File: src/rtl/lcd_frame_writer.sv
// HD44780 16x2 character LCD back end: power-up wait, init commands, then full-screen rewrite per update.
// Optional build macro LCD_SANITIZE_EN replaces non-printable snapshot bytes with spaces.
module lcd_frame_writer #(
    parameter int POWERUP_WAIT = 750000,
    parameter int EN_CYCLES    = 12,
    parameter int CMD_WAIT     = 2000,
    parameter int CLEAR_WAIT   = 82000
) (
    input  logic            clk,
    input  logic            reset,
    input  logic [31:0][7:0] ASCII,
    input  logic            UpdateLCD,
    output logic [7:0]      LCD_DATA,
    output logic            LCD_RS,
    output logic            LCD_RW,
    output logic            LCD_EN,
    output logic            LCD_ON,
    output logic            LCD_BLON,
    output logic            Busy
);
    localparam int MAX_A = (POWERUP_WAIT > CLEAR_WAIT) ? POWERUP_WAIT : CLEAR_WAIT;
    localparam int MAX_B = (CMD_WAIT > EN_CYCLES) ? CMD_WAIT : EN_CYCLES;
    localparam int MAXW  = (MAX_A > MAX_B) ? MAX_A : MAX_B;
    localparam int CW    = (MAXW > 1) ? $clog2(MAXW) : 1;

    localparam logic [1:0] S_PWRUP = 2'd0;
    localparam logic [1:0] S_INIT  = 2'd1;
    localparam logic [1:0] S_IDLE  = 2'd2;
    localparam logic [1:0] S_FRAME = 2'd3;

    localparam logic [1:0] P_SETUP  = 2'd0;
    localparam logic [1:0] P_STROBE = 2'd1;
    localparam logic [1:0] P_WAIT   = 2'd2;

    logic [1:0]       state;
    logic [1:0]       phase;
    logic [CW-1:0]    cnt;
    logic [5:0]       idx;
    logic [31:0][7:0] snap;
    logic             upd_q;
    logic             pending;

    logic [5:0]       nxt_idx;
    logic [4:0]       sel;
    logic [7:0]       nxt_data;
    logic             nxt_rs;
    logic [CW-1:0]    wait_last;
    logic             last_xfer;
    logic             rise;

    assign LCD_RW   = 1'b0;
    assign LCD_ON   = 1'b1;
    assign LCD_BLON = 1'b1;

    function automatic logic [7:0] clean(input logic [7:0] b);
`ifdef LCD_SANITIZE_EN
        return (b < 8'h20 || b > 8'h7E) ? 8'h20 : b;
`else
        return b;
`endif
    endfunction

    // Frame slot 0 is the row-1 address, slot 17 the row-2 address; others map to snapshot bytes.
    always_comb begin
        nxt_idx  = idx + 6'd1;
        sel      = nxt_idx[4:0] - ((nxt_idx <= 6'd16) ? 5'd1 : 5'd2);
        nxt_rs   = 1'b0;
        nxt_data = 8'h00;
        if (state == S_INIT) begin
            case (nxt_idx[1:0])
                2'd1:    nxt_data = 8'h0C;
                2'd2:    nxt_data = 8'h01;
                default: nxt_data = 8'h06;
            endcase
        end else if (nxt_idx == 6'd17) begin
            nxt_data = 8'hC0;
        end else begin
            nxt_rs   = 1'b1;
            nxt_data = snap[sel];
        end
        wait_last = (!LCD_RS && LCD_DATA == 8'h01) ? CW'(CLEAR_WAIT - 1) : CW'(CMD_WAIT - 1);
        last_xfer = (state == S_INIT) ? (idx == 6'd3) : (idx == 6'd33);
        rise      = UpdateLCD & ~upd_q;
    end

    always_ff @(posedge clk) begin
        if (reset) begin
            state    <= S_PWRUP;
            phase    <= P_SETUP;
            cnt      <= '0;
            idx      <= '0;
            snap     <= '0;
            upd_q    <= 1'b0;
            pending  <= 1'b0;
            LCD_DATA <= '0;
            LCD_RS   <= 1'b0;
            LCD_EN   <= 1'b0;
            Busy     <= 1'b1;
        end else begin
            upd_q <= UpdateLCD;
            if (rise)
                pending <= 1'b1;
            case (state)
                S_PWRUP: begin
                    if (cnt == CW'(POWERUP_WAIT - 1)) begin
                        state    <= S_INIT;
                        phase    <= P_SETUP;
                        idx      <= '0;
                        cnt      <= '0;
                        LCD_DATA <= 8'h38;
                        LCD_RS   <= 1'b0;
                    end else begin
                        cnt <= cnt + CW'(1);
                    end
                end
                S_IDLE: begin
                    if (pending) begin
                        // An edge arriving in the snapshot cycle stays pending for a follow-on frame.
                        pending <= rise;
                        for (int unsigned i = 0; i < 32; i++)
                            snap[i] <= clean(ASCII[i]);
                        Busy     <= 1'b1;
                        state    <= S_FRAME;
                        phase    <= P_SETUP;
                        idx      <= '0;
                        cnt      <= '0;
                        LCD_DATA <= 8'h80;
                        LCD_RS   <= 1'b0;
                    end
                end
                default: begin
                    case (phase)
                        P_SETUP: begin
                            LCD_EN <= 1'b1;
                            phase  <= P_STROBE;
                            cnt    <= '0;
                        end
                        P_STROBE: begin
                            if (cnt == CW'(EN_CYCLES - 1)) begin
                                LCD_EN <= 1'b0;
                                phase  <= P_WAIT;
                                cnt    <= '0;
                            end else begin
                                cnt <= cnt + CW'(1);
                            end
                        end
                        default: begin
                            if (cnt == wait_last) begin
                                cnt <= '0;
                                if (last_xfer) begin
                                    state <= S_IDLE;
                                    Busy  <= 1'b0;
                                end else begin
                                    idx      <= nxt_idx;
                                    phase    <= P_SETUP;
                                    LCD_DATA <= nxt_data;
                                    LCD_RS   <= nxt_rs;
                                end
                            end else begin
                                cnt <= cnt + CW'(1);
                            end
                        end
                    endcase
                end
            endcase
        end
    end
endmodule
File: config.mk
export PLATFORM = sky130hd
export DESIGN_NAME = lcd_frame_writer
export DESIGN_NICKNAME = d
export VERILOG_FILES = /design/src/rtl/lcd_frame_writer.sv
export SDC_FILE = /design/constraint.sdc
export NUM_CORES = 1
export LEC_CHECK = 0
export BUFFER_PORTS_ARGS = -buffer_cell sky130_fd_sc_hd__buf_2
export CORE_MARGIN = 5
export CORE_UTILIZATION = 55
export CTS_CLUSTER_SIZE = 40
export DETAILED_ROUTE_END_ITERATION = 8
export GPL_ROUTABILITY_DRIVEN = 0
export PLACE_DENSITY_LB_ADDON = 0.1
export SLEW_MARGIN = 20
export SYNTH_ARGS = -nofsm -noshare
export SYNTH_HDL_FRONTEND = slang
export SYNTH_SLANG_ARGS = --single-unit
File: constraint.sdc
create_clock -name clk -period 8.8 [get_ports clk]
set_input_delay 0.88 -clock clk [delete_from_list [all_inputs] [get_ports clk]]
set_output_delay 0.88 -clock clk [all_outputs]
set_load 0.05 [all_outputs]
==> results.py <==
metrics = {
    "status": {
        "status": "finished, final reports clean",
    },
    "timing": {
        "rsz0062_at_grt": "no",
        "final-hold-violation-count": 0,
        "setup_tns_ps": 0,
        "setup_ws_ps": 3420,
        "max_freq_mhz": 186,
        "drv_slew": 0,
        "worstMarginPinSlew_ps": 1080,
        "fin_crit_sh_pct": 61.2,
        "final-setup-viol-count": 0,
        "clock_skew_ps": 7.00,
        "slew_headroom_pct": 28.0,
        "period_needed_ps": 5380,
        "whs_ps": 453,
    },
    "placement": {
        "place_ws_ps": 3410,
        "place_inst": 2063,
        "port_buffers": 269,
        "place_hpwl_um": 26800,
    },
    "floorplan": {
        "die-area_um2": 27400,
        "coreArea_um2": 24000,
        "die_w_um": 166,
        "initial_core_util_pct": 55.3,
        "ios": 273,
        "core.rowCount": 57,
        "dieHeight_um": 166,
    },
    "power_and_ir_drop": {
        "seqPwrFrac_pct": 51.0,
        "p_sw_uw": 560,
        "p_clk_share_pct": 45.6,
        "power_frac_comb_pct": 3.4,
        "ir_worst_vdd_mv": 0.145,
        "switching_share_pct": 21.0,
        "p_int_uw": 2100,
        "power.density_nw_per_um2": 170,
        "p_leak_uw": 0.00570,
    },
    "global_route": {
        "grt_pass1_wl_um": 58000,
        "grt_overflow": 0,
        "antenna_found_initial": 1,
        "grtUsageTotal_pct": 26.6,
        "grt_pass1_vias": 11200,
        "grt_start_max_net_pins": 161,
    },
    "critical_path": {
        "startpoint": "idx[0]",
        "path_max_fanout": 64,
        "worstRegToRegCells": 12,
        "crit_type": "flop to flop",
        "regToRegEndpoint": "LCD_DATA[6]",
        "cp.arrival_ps": 5790,
        "endpoint": "LCD_DATA[6]",
        "start_kind": "flop",
        "rr_startpoint": "idx[0]",
        "crit_required_ps": 9200,
        "crit_path_end_kind": "flop",
        "r2r_slack_ps": 3420,
    },
    "cts": {
        "htree_levels": 1,
        "postCtsHoldBufs": 0,
        "cts_buffers": 30,
        "cts.reportedPaths.clkPinSlew_ps": 60,
        "clk_latency_ps": 560,
        "cts.sinks": 299,
        "post_cts_resized": 0,
        "post_cts_buffers": 0,
        "clk_path_buf_depth": 3,
        "root_buffer": "clkbuf_16",
        "cts_tree": "built",
    },
    "logic_synthesis": {
        "ys_seq_elements": 299,
        "yosysMostFrequentCell": "nand2_1",
        "yosys-top-cells-area": "dfxtp_1 (45%), nand2_1 (15%), mux4_2 (11%), a21oi_1 (11%), clkbuf_1 (3.0%)",
        "syn_inst": 1585,
        "synthXorXnorAreaFrac_pct": 1.58,
        "synthMuxAreaShare_pct": 13.4,
        "synth_commonest_cells": "nand2_1 (541), dfxtp_1 (299), a21oi_1 (281), clkbuf_1 (105), mux4_2 (66)",
        "ys_seq_area_share_pct": 45.0,
        "synth_area_leader_cell": "dfxtp_1",
        "synthAdderAreaFrac_pct": 0.997,
        "syn_avg_cell_area_um2": 8.39,
        "ys_dominant_reg_cell": "dfxtp_1",
        "async_reset_ff_share_pct": 0,
        "yosys.area.top_type_share_pct": 45.0,
        "yosys_warnings": 0,
        "synth_area_um2": 13300,
        "synth_edf_count": 0,
        "synth_top_family_by_area": "simple AND/OR/NAND/NOR gates",
        "synth_compound_area_share_pct": 14.1,
        "synth_cell_types": 61,
        "yosys.area_share.simple_pct": 20.6,
    },
    "routing": {
        "via_per_inst": 5.58,
        "first_pass_iters": 5,
        "drt-total-wl_um": 37200,
        "ant_nets": 0,
        "drc_errors": 0,
        "drtIter0Drc": 1078,
        "vias": 11800,
        "wl_per_cell_um": 17.6,
    },
    "finish": {
        "drive_above_1_share_pct": 22.4,
        "area.growth.synth_to_final_pct": 17.3,
        "fin_cells": 2112,
        "antenna_cells": 0,
        "final_nets": 2040,
    },
    "run": {
        "cap_violations": 0,
    },
    "min_path": {
        "worstHoldPathType": "flop to flop",
    },
}
-- layout make-up --
class	count	area [µm²]
Fill cell	2176	8430
Multi-Input combinational cell	1147	6810
Sequential cell	299	5990
Timing Repair Buffer	278	1430
Clock buffer	41	812
Tap cell	324	405
Clock inverter	8	115
Inverter	15	56.3
-- worst min path at each step --
stage / endpoint / cells after the start / startpoint
after CTS: snap[228] / 2 / snap[228]
final: snap[228] / 2 / snap[228]
after detailed placement: snap[228] / 2 / snap[228]
after global routing: snap[144] / 2 / snap[144]
after global placement: snap[64] / 2 / snap[64]
after floorplan: snap[104] / 2 / snap[104]
-- registers in the layout, indices dropped and copies added, names as in the netlist --
register / count
LCD_EN: 1
idx: 6
snap: 256
pending: 1
phase: 2
cnt: 20
upd_q: 1
LCD_RS: 1
Busy: 1
LCD_DATA: 8
state: 2
-- critical path, stage by stage (launching register included) --
cell	delay (ps)
dfxtp_1	700
ha_1	520
nor2_1	100
nand2_1	100
a21oi_1	60
o31a_1	370
ha_4	200
fa_4	1390
mux4_2	590
a2111oi_0	670
a211oi_1	100
a311oi_1	270
o32ai_1	120
-- power by group through the flow --
| stage | combinational [µW] | sequential (µW) | clock, µW |
|---|---|---|---|
| 5_1_grt | 99.0 | 1360 | 1290 |
| 6_report | 90.5 | 1360 | 1210 |
| 4_1_cts | 90.1 | 1360 | 1230 |
| 3_5_place_dp | 89.4 | 1390 | 0 |
| 3_3_place_gp | 88.5 | 1390 | 0 |
| 2_1_floorplan | 27.2 | 1390 | 0 |
-- per-layer routing --
metal	wire length, µm	part of all wire, %	vias up	global-route usage, %
li1	-	-	5756	-
met1	15900	43	5592	36.8
met4	835	2.2	2	6.56
met5	19	0.051	-	0
met2	18000	48	384	44.1
met3	2490	6.7	56	4.10
-- layout by cell type (no fill, tap or decap), types with 6 or more instances in the layout --
cell	instances
nand3_1	17
xnor2_1	14
clkbuf_1	9
buf_4	8
nor2b_1	15
mux4_2	66
ha_1	8
a2111oi_0	7
nor2_1	49
nor4_1	7
nor3_1	6
xor2_1	8
nand4_1	8
a21oi_1	281
dfxtp_1	299
inv_1	14
mux2i_1	25
o21ai_1	9
clkbuf_16	30
nand2_1	541
buf_2	268
-- cells by family (layout without fill, tap and decap cells) --
family          after synthesis  after routing
other cells                   2              3
buf+inv                     140            342
compound gates              343            343
simple gates                672            672
fa+ha+maj                    10             10
mux                          95             95
xor+xnor                     24             24
flops                       299            299
-- through the flow --
stage	area, µm²	util [%]	power (µW)
finish	15600	64.9	2660
global route	15600	64.9	2750
CTS	15600	64.9	2680
detailed placement	14700	61.1	1480
global placement	14700	61.1	1480
floorplan	13300	-	1410
Note: power is estimated with default switching activity, not from simulation.
